## config.mk

```make
export PLATFORM = sky130hd
export DESIGN_NAME = ram_1port_arbiter
export DESIGN_NICKNAME = d
export VERILOG_FILES = /design/src/rtl/ram_1port_arbiter_pkg.sv /design/src/rtl/ram_1port_arbiter_rr_arbiter_2.sv /design/src/rtl/ram_1port_arbiter.sv
export SDC_FILE = /design/constraint.sdc
export NUM_CORES = 1
export LEC_CHECK = 0
export ABC_AREA = 1
export CORE_ASPECT_RATIO = 2
export CORE_UTILIZATION = 32
export DETAILED_ROUTE_END_ITERATION = 6
export PLACE_DENSITY_LB_ADDON = 0.1
export SYNTH_ARGS = -nofsm -noshare
export SYNTH_HDL_FRONTEND = slang
export SYNTH_SLANG_ARGS = --single-unit
export TNS_END_PERCENT = 5
```

## constraint.sdc

```tcl
create_clock -name i_Clk -period 1.7 [get_ports i_Clk]
set_input_delay 0.51 -clock i_Clk [delete_from_list [all_inputs] [get_ports i_Clk]]
set_output_delay 0.51 -clock i_Clk [all_outputs]
set_load 0.02 [all_outputs]
```

## src/rtl/ram_1port_arbiter_pkg.sv

```systemverilog
// Shared types for the single-port RAM arbiter: FSM states, grant encoding and the
// address-width helper.
package ram_1port_arbiter_pkg;

  typedef enum logic {
    StInit,
    StRun
  } state_e;

  typedef enum logic [1:0] {
    GntNone,
    GntWr,
    GntRd
  } gnt_e;

  // Requester bit positions in the arbiter request/mask vectors.
  localparam int unsigned ReqWr = 0;
  localparam int unsigned ReqRd = 1;

  function automatic int unsigned addr_width(input int unsigned depth);
    return (depth > 1) ? $clog2(depth) : 1;
  endfunction

endpackage

```

## src/rtl/ram_1port_arbiter_rr_arbiter_2.sv

```systemverilog
// Two-requester round-robin arbiter. A requester whose mask bit is set is not eligible;
// the priority pointer only moves when update_i confirms the grant was taken.
module ram_1port_arbiter_rr_arbiter_2
  import ram_1port_arbiter_pkg::*;
(
  input  logic       clk_i,
  input  logic       rst_ni,
  input  logic [1:0] req_i,
  input  logic [1:0] mask_i,
  input  logic       update_i,
  output gnt_e       gnt_o
);

  logic rd_first_q, rd_first_d;
  logic wr_elig, rd_elig;
  gnt_e gnt;

  always_comb begin
    wr_elig = req_i[ReqWr] & ~mask_i[ReqWr];
    rd_elig = req_i[ReqRd] & ~mask_i[ReqRd];
    gnt     = GntNone;
    if (wr_elig && rd_elig) begin
      gnt = rd_first_q ? GntRd : GntWr;
    end else if (wr_elig) begin
      gnt = GntWr;
    end else if (rd_elig) begin
      gnt = GntRd;
    end
  end

  // Favour whichever port was not granted most recently.
  always_comb begin
    rd_first_d = rd_first_q;
    if (update_i) begin
      unique case (gnt)
        GntWr:   rd_first_d = 1'b1;
        GntRd:   rd_first_d = 1'b0;
        default: rd_first_d = rd_first_q;
      endcase
    end
  end

  always_ff @(posedge clk_i or negedge rst_ni) begin
    if (!rst_ni) begin
      rd_first_q <= 1'b0;
    end else begin
      rd_first_q <= rd_first_d;
    end
  end

  assign gnt_o = gnt;

endmodule

```

## src/rtl/ram_1port_arbiter.sv

```systemverilog
// Owns the single RAM port: initialises every word after reset, then arbitrates between a
// write requester and a read requester and forwards returned read data.
module ram_1port_arbiter
  import ram_1port_arbiter_pkg::*;
#(
  parameter int unsigned     WIDTH      = 8,
  parameter int unsigned     DEPTH      = 4,
  parameter logic [WIDTH-1:0] INIT_VALUE = '0,
  localparam int unsigned    AW         = addr_width(DEPTH)
) (
  input  logic             i_Clk,
  input  logic             i_Rst_L,
  input  logic             i_Wr_Req,
  input  logic [AW-1:0]    i_Wr_Addr,
  input  logic [WIDTH-1:0] i_Wr_Data,
  output logic             o_Wr_Ack,
  input  logic             i_Rd_Req,
  input  logic [AW-1:0]    i_Rd_Addr,
  output logic             o_Rd_Ack,
  output logic             o_Rd_DV,
  output logic [WIDTH-1:0] o_Rd_Data,
  output logic             o_Init_Done,
  output logic [AW-1:0]    o_Ram_Addr,
  output logic             o_Ram_Wr_DV,
  output logic [WIDTH-1:0] o_Ram_Wr_Data,
  output logic             o_Ram_Rd_En,
  input  logic             i_Ram_Rd_DV,
  input  logic [WIDTH-1:0] i_Ram_Rd_Data
);

  state_e           state_q, state_d;
  logic [AW-1:0]    cnt_q, cnt_d;
  logic [AW-1:0]    ram_addr_q, ram_addr_d;
  logic [WIDTH-1:0] ram_wr_data_q, ram_wr_data_d;
  logic             ram_wr_dv_q, ram_wr_dv_d;
  logic             ram_rd_en_q, ram_rd_en_d;
  logic             wr_ack_q, wr_ack_d;
  logic             rd_ack_q, rd_ack_d;
  logic             init_done_q, init_done_d;
  logic             rd_pend_q, rd_pend_d;
  gnt_e             gnt;
  logic [1:0]       arb_req, arb_mask;

  // Requests stay pending (not granted) until initialisation is over.
  assign arb_req  = {i_Rd_Req, i_Wr_Req} & {2{state_q == StRun}};
  // A port acked this cycle is still holding its request; do not accept it twice.
  assign arb_mask = {rd_ack_q, wr_ack_q};

  ram_1port_arbiter_rr_arbiter_2 u_rr (
    .clk_i    (i_Clk),
    .rst_ni   (i_Rst_L),
    .req_i    (arb_req),
    .mask_i   (arb_mask),
    .update_i (gnt != GntNone),
    .gnt_o    (gnt)
  );

  always_ff @(posedge i_Clk or negedge i_Rst_L) begin
    if (!i_Rst_L) begin
      state_q       <= StInit;
      cnt_q         <= '0;
      ram_addr_q    <= '0;
      ram_wr_data_q <= '0;
      ram_wr_dv_q   <= 1'b0;
      ram_rd_en_q   <= 1'b0;
      wr_ack_q      <= 1'b0;
      rd_ack_q      <= 1'b0;
      init_done_q   <= 1'b0;
      rd_pend_q     <= 1'b0;
    end else begin
      state_q       <= state_d;
      cnt_q         <= cnt_d;
      ram_addr_q    <= ram_addr_d;
      ram_wr_data_q <= ram_wr_data_d;
      ram_wr_dv_q   <= ram_wr_dv_d;
      ram_rd_en_q   <= ram_rd_en_d;
      wr_ack_q      <= wr_ack_d;
      rd_ack_q      <= rd_ack_d;
      init_done_q   <= init_done_d;
      rd_pend_q     <= rd_pend_d;
    end
  end

  always_comb begin
    state_d = state_q;
    cnt_d   = cnt_q;
    unique case (state_q)
      StInit: begin
        cnt_d = cnt_q + 1'b1;
        if (cnt_q == AW'(DEPTH - 1)) begin
          state_d = StRun;
          cnt_d   = '0;
        end
      end
      StRun:   state_d = StRun;
      default: state_d = StInit;
    endcase
  end

  always_comb begin
    ram_addr_d    = ram_addr_q;
    ram_wr_data_d = ram_wr_data_q;
    ram_wr_dv_d   = 1'b0;
    ram_rd_en_d   = 1'b0;
    wr_ack_d      = 1'b0;
    rd_ack_d      = 1'b0;
    init_done_d   = (state_q == StRun);
    rd_pend_d     = rd_pend_q & ~i_Ram_Rd_DV;
    unique case (state_q)
      StInit: begin
        ram_wr_dv_d   = 1'b1;
        ram_addr_d    = cnt_q;
        ram_wr_data_d = INIT_VALUE;
      end
      StRun: begin
        unique case (gnt)
          GntWr: begin
            ram_wr_dv_d   = 1'b1;
            ram_addr_d    = i_Wr_Addr;
            ram_wr_data_d = i_Wr_Data;
            wr_ack_d      = 1'b1;
          end
          GntRd: begin
            ram_rd_en_d = 1'b1;
            ram_addr_d  = i_Rd_Addr;
            rd_ack_d    = 1'b1;
            rd_pend_d   = 1'b1;
          end
          default: ;
        endcase
      end
      default: ;
    endcase
  end

  assign o_Wr_Ack      = wr_ack_q;
  assign o_Rd_Ack      = rd_ack_q;
  assign o_Init_Done   = init_done_q;
  assign o_Ram_Addr    = ram_addr_q;
  assign o_Ram_Wr_DV   = ram_wr_dv_q;
  assign o_Ram_Wr_Data = ram_wr_data_q;
  assign o_Ram_Rd_En   = ram_rd_en_q;
  assign o_Rd_Data     = i_Ram_Rd_Data;
  // Only forward RAM data for a read this controller actually issued.
  assign o_Rd_DV       = i_Ram_Rd_DV & rd_pend_q;

endmodule

```

### Word-level counts from Yosys, hierarchy flattened

Index checks and enable logic that the tools add are counted.
Widths: inputs -> output; s select.

| cells by class | value |
|---|---|
| $add $sub $neg | 1 |
| equal/unequal tests | 5 |
| multiplexer cells | 19 |
| bitwise operators | 9 |
| reduce and logical (&&, ||, !) cells | 4 |

Operators by type and width:

| cell | number |
|---|---|
| $pmux 8 s2 | 1 |
| $mux 2 | 5 |
| $mux 8 | 1 |
| $pmux 2 s2 | 2 |
| $mux 1 | 7 |
| $pmux 1 s2 | 3 |
| $and 1x1->1 | 4 |
| $eq 2x2->1 const B | 2 |
| $not 1->1 | 4 |
| $reduce_bool 2->1 | 2 |
| $ne 3x1->1 const B | 1 |
| $add 2x1->2 const B | 1 |
| $and 2x2->2 | 1 |
| $eq 2x1->1 const B | 1 |
| $ne 2x1->1 const B | 1 |
| $reduce_and 2->1 | 1 |
| $logic_and 1x1->1 | 1 |

| word-level totals | value |
|---|---|
| bits in registers | 19 |
| input bits | 25 |
| output and inout bits | 24 |
| word-level logic and storage cells | 48 |

### Logic depth before layout (Yosys ltp)

| depth | value |
|---|---|
| depth after elaboration | 8 |
| depth in mapped cells | 11 |
| depth with buffers taken out | 11 |

### Hierarchy

Synthesis repeated with hierarchy kept, for this count alone.

| second synthesis, totals | value |
|---|---|
| cells, all modules | 120 |
| area total of the unflattened synthesis | 963.4 um^2 |

By module, submodules not included:

| module | instances | cells an instance | area each (um^2) | seq. area each (um^2) |
|---|---|---|---|---|
| ram_1port_arbiter | 1 | 101 | 844.6 | 450.4 |
| ram_1port_arbiter_rr_arbiter_2 | 1 | 19 | 118.9 | 25.0 |

### Least setup slack after synthesis

OpenSTA, ideal clock, no wires.

| timing path | value |
|---|---|
| kind | input -> register |
| from | input port i_Rd_Req |
| to | register ram_addr_q[0], in the netlist o_Ram_Addr[0] |
| setup time | 0.117 ns |
| arrival time | 1.455 ns |
| required time | 1.583 ns |
| setup slack | 0.128 ns |
| cell stages on the path | 10 |
| path buffers | 0 |
| path through | inv_1 > nor2_1 > nand2_1 > o21ai_2 > inv_1 > ha_1 > inv_2 > nand3_2 > nor2_1 > nor2_1 |

| between the ends | value |
|---|---|
| longest elaborated chain between the ends | 8 |
| elaborated cells on any way between the ends | 11 |
| classes of those cells | eq/ne (3); mux (5); bitwise (2); reduce/logical (1) |

RTL lines:

| element | line | RTL |
|---|---|---|
| start, declared | ram_1port_arbiter.sv:17 | `input logic i_Rd_Req,` |
| $and 2x2->2 (*) | ram_1port_arbiter.sv:45 | `assign arb_req = {i_Rd_Req, i_Wr_Req} & {2{state_q == StRun}};` |
| $and 1x1->1 (*) | ram_1port_arbiter_rr_arbiter_2.sv:20 | `rd_elig = req_i[ReqRd] & ~mask_i[ReqRd];` |
| $mux 2 | ram_1port_arbiter_rr_arbiter_2.sv:26 | `end else if (rd_elig) begin` |
| $mux 2 | ram_1port_arbiter_rr_arbiter_2.sv:24 | `end else if (wr_elig) begin` |
| $mux 2 (*) | ram_1port_arbiter_rr_arbiter_2.sv:22 | `if (wr_elig && rd_elig) begin` |
| $eq 2x2->1 / $eq 2x1->1 (equally long branches) | ram_1port_arbiter.sv:116 | `unique case (gnt)` |
| $pmux 2 s2 | ram_1port_arbiter.sv:116 |  |
| $pmux 2 s2 | ram_1port_arbiter.sv:109 | `unique case (state_q)` |
| end signal, assigned | ram_1port_arbiter.sv:73 | `ram_addr_q <= ram_addr_d;` |
| end, declared | ram_1port_arbiter.sv:33 | `logic [AW-1:0] ram_addr_q, ram_addr_d;` |

Every way passes the cells marked *; elsewhere a longest branch is shown, timed or not.
A chain may end at the register's enable or synchronous reset.

### Worst setup path in the final report

Same ends and word-level chain as after synthesis.

==> impl_results.md <==
- Status: complete, no violations
- Fin nets: 172
- Internal power: 1.13 mW
- CP bufs+invs: 4
- Max cap viols: 0
- Fin area: 1340 um2
- HP Class: register to register
- Slowest stage delay, CP: 0.19 ns
- Hold Violations, Final: 0
- Post-route setup slack: 0.129 ns
- DRC viols: 0
- Hold Slack: 0.489 ns
- Via density: 4.53
- Syn Inst Count: 110
- Register area share after synthesis: 50.9%
- Final WL: 1870 um
- Antenna Cells: 0
- VDD IR max: 0.000691 V
- Layout cell share with drive strength beyond 1: 16.2%
- Relative slew slack: 83.6%
- First-pass GRT wire length: 2970 um
- Core Area: 2770 um2
- CTS sink count: 19
- Most used DFF post-synth: dfrtp_1
- Vias in the first global route: 708
- Initial antenna violation count: 0
- Global route overflow: 0
- CP cell instances: dlygate4sd2_1 > inv_1 > nor2_1 > nand2_2 > o21ai_4 > inv_1 > ha_2 > inv_2 > nand3_4 > nand2_1 > nor2_1 > nor2_1
- Sequential power share: 37.7%
- Slowest-stage cell, CP: dlygate4sd2_1
- Die Height: 78.4 um
- Die Area: 3150 um2
- Critical path's top delay family: simple AND/OR/NAND/NOR gates
- Worst path arrival time: 1.76 ns
- Switch Pwr: 683 uW
- CTS tree: built
- Wire per inst: 10.9 um
- Gpl congestion: 0.714
- RSZ-0062 raised after global routing: false
- Pin count of the biggest net entering global routing: 20
- Clock Path Buffers: 2
- Clock share of power: 16.7%
- Hold_buf cts: 0
- DP Area: 1250 um2
- Worst setup path category: input pin to register
- Num rows: 27
- Chip Width: 40.2 um
- Startpoint Class: input pin
- Yosys reg bits: 19
- Mean Syn Cell Area: 8.50 um2
- Post-synth EDFFs: 0
- H-tree depth: 1
- PD cells: 1350 nW/um2
- Area growth syn-to-layout: 43.8%
- Yosys cell types: 17
- Total Routing Usage GR: 13.3%
- DR iter-0 viols: 6
- Initial Util: 33.7%
- Fin crit share: 92.4%
- Root buf cell: clkbuf_8
- Final setup fails: 0
- Worst setup EP type: register
- Fin. max-slew vios: 0
- Asr flop ratio synth: 100%
- Dpl cells: 166
- Clock-pin slew on the worst setup and hold paths: 0.07 ns
- Pre-CTS setup slack: -0.490 ns
- CTS Buf Count: 3
- Synth warn: 0
- Filler Cell Count: 297
- First-pass DRT Iterations: 4
- Commonest cells after routing, fill and taps aside: nand2_1 (33), dfrtp_1 (19), dlygate4sd2_1 (15), clkdlybuf4s50_1 (13), nor2_1 (11)
- Port bufs: 32
- Mapped Area: 935 um2
- Max Clock Skew: 0.00226 ns
- Maximum clock frequency: 636 MHz
- Required @ worst endpoint: 1.89 ns
- Non-filler cells, final: 171
- Leak Pwr: 0.736 nW
- Post-layout min period: 1.57 ns
- CP most frequent cell: nor2_1
- Final core occ: 48.5%
- Worst skew pair latency: 0.25 ns
- Sw frac: 37.7%
- Final HPWL DP: 1330 um
- Final ANT Viol Nets: 0
- Slew @ Worst Pin: 0.245 ns
- Post-Route Setup TNS: 0 ns
- Comb power frac: 45.6%
- Vias: 774
- Top Ports: 49
- Total power: 1.81 mW
- Commonest non-fill, non-tap cell in the layout: nand2_1
- Critical path fanouts, max: 4
- Post-Syn Nets: 139
-- cells in the mapped netlist, types with 2 or more instances --
| master | n | area, um2 |
|---|---|---|
| nand2_1 | 34 | 128 |
| dfrtp_1 | 19 | 475 |
| inv_1 | 11 | 41.3 |
| nor2_1 | 11 | 41.3 |
| buf_4 | 10 | 75.1 |
| nand3_1 | 8 | 40.0 |
| ha_1 | 4 | 50.1 |
| inv_2 | 3 | 11.3 |
| a21oi_1 | 2 | 10.0 |
-- power groups by stage --
stage / Clock (mW) / Sequential (mW) / Combinational (mW)
after global placement: 0 / 0.696 / 0.861
after detailed placement: 0 / 0.696 / 0.869
after CTS: 0.322 / 0.687 / 0.795
after floorplan: 0 / 0.858 / 0.311
after global routing: 0.335 / 0.706 / 0.917
final: 0.303 / 0.683 / 0.826
-- state kept, by name, summed over array words and instances (netlist names) --
signal           flops
init_done_d          1
rd_pend_q            1
o_Init_Done          1
o_Ram_Wr_Data        8
u_rr.rd_first_q      1
o_Ram_Wr_DV          1
o_Rd_Ack             1
o_Wr_Ack             1
o_Ram_Addr           2
cnt_q                2
-- worst reg2reg max path, cell delays in order (launching register included) --
cell	delay, ns
dfrtp_1	0.39
nor2_1	0.12
nand2_2	0.10
o21ai_4	0.19
inv_1	0.07
ha_2	0.18
inv_2	0.08
nand3_4	0.07
nand2_1	0.07
nor2_1	0.04
nor2_1	0.09
-- worst paths after layout --
| check | from | depth (start not counted) | end | slack [ns] |
|---|---|---|---|---|
| max in group asynchronous | i_Rst_L | 2 | o_Ram_Wr_Data[2]$_DFFE_PN0P_ | 0.90 |
| hold reg to reg | u_rr.rd_first_q$_DFFE_PN0P_ | 2 | u_rr.rd_first_q$_DFFE_PN0P_ | 0.49 |
| hold / removal | u_rr.rd_first_q$_DFFE_PN0P_ | 2 | u_rr.rd_first_q$_DFFE_PN0P_ | 0.49 |
| setup / recovery | i_Rd_Req | 12 | o_Ram_Addr[0]$_DFFE_PN0P_ | 0.13 |
| min in group asynchronous | i_Rst_L | 2 | o_Rd_Ack$_DFF_PN0_ | 0.59 |
| setup reg to reg | o_Rd_Ack$_DFF_PN0_ | 10 | o_Ram_Addr[0]$_DFFE_PN0P_ | 0.23 |
-- routing by layer --
| metal | up-vias | GRT usage [%] | part of all wire (%) |
|---|---|---|---|
| met5 | - | 0 | 0 |
| met4 | 0 | 5.00 | 1.2 |
| met3 | 2 | 2.54 | 5.5 |
| met2 | 29 | 22.1 | 52 |
| met1 | 354 | 15.8 | 41 |
| li1 | 389 | - | - |
-- area by class of cell --
class,instances,area (um2),area share [%]
clock buffers,4,45.0,3.35
well taps,29,36.3,2.70
multi-input cells,66,365,27.2
repair buffers,39,367,27.3
flip-flops and latches,19,475,35.4
inverters,14,55.1,4.10
-- logic make-up after synthesis --
kind of cell / Yosys count / share of synthesized area [%]
compound gates: 6 / 4.15
buf+inv: 25 / 14.9
flops: 19 / 50.9
fa+ha+maj: 4 / 5.35
simple gates: 56 / 24.8
-- what timing repair did --
item,in CTS,in global routing
resized for setup,26,10
setup buffers,1,0
pin swaps,7,3
setup endpoints to repair,27,14
Note: power is estimated with default switching activity, not from simulation.
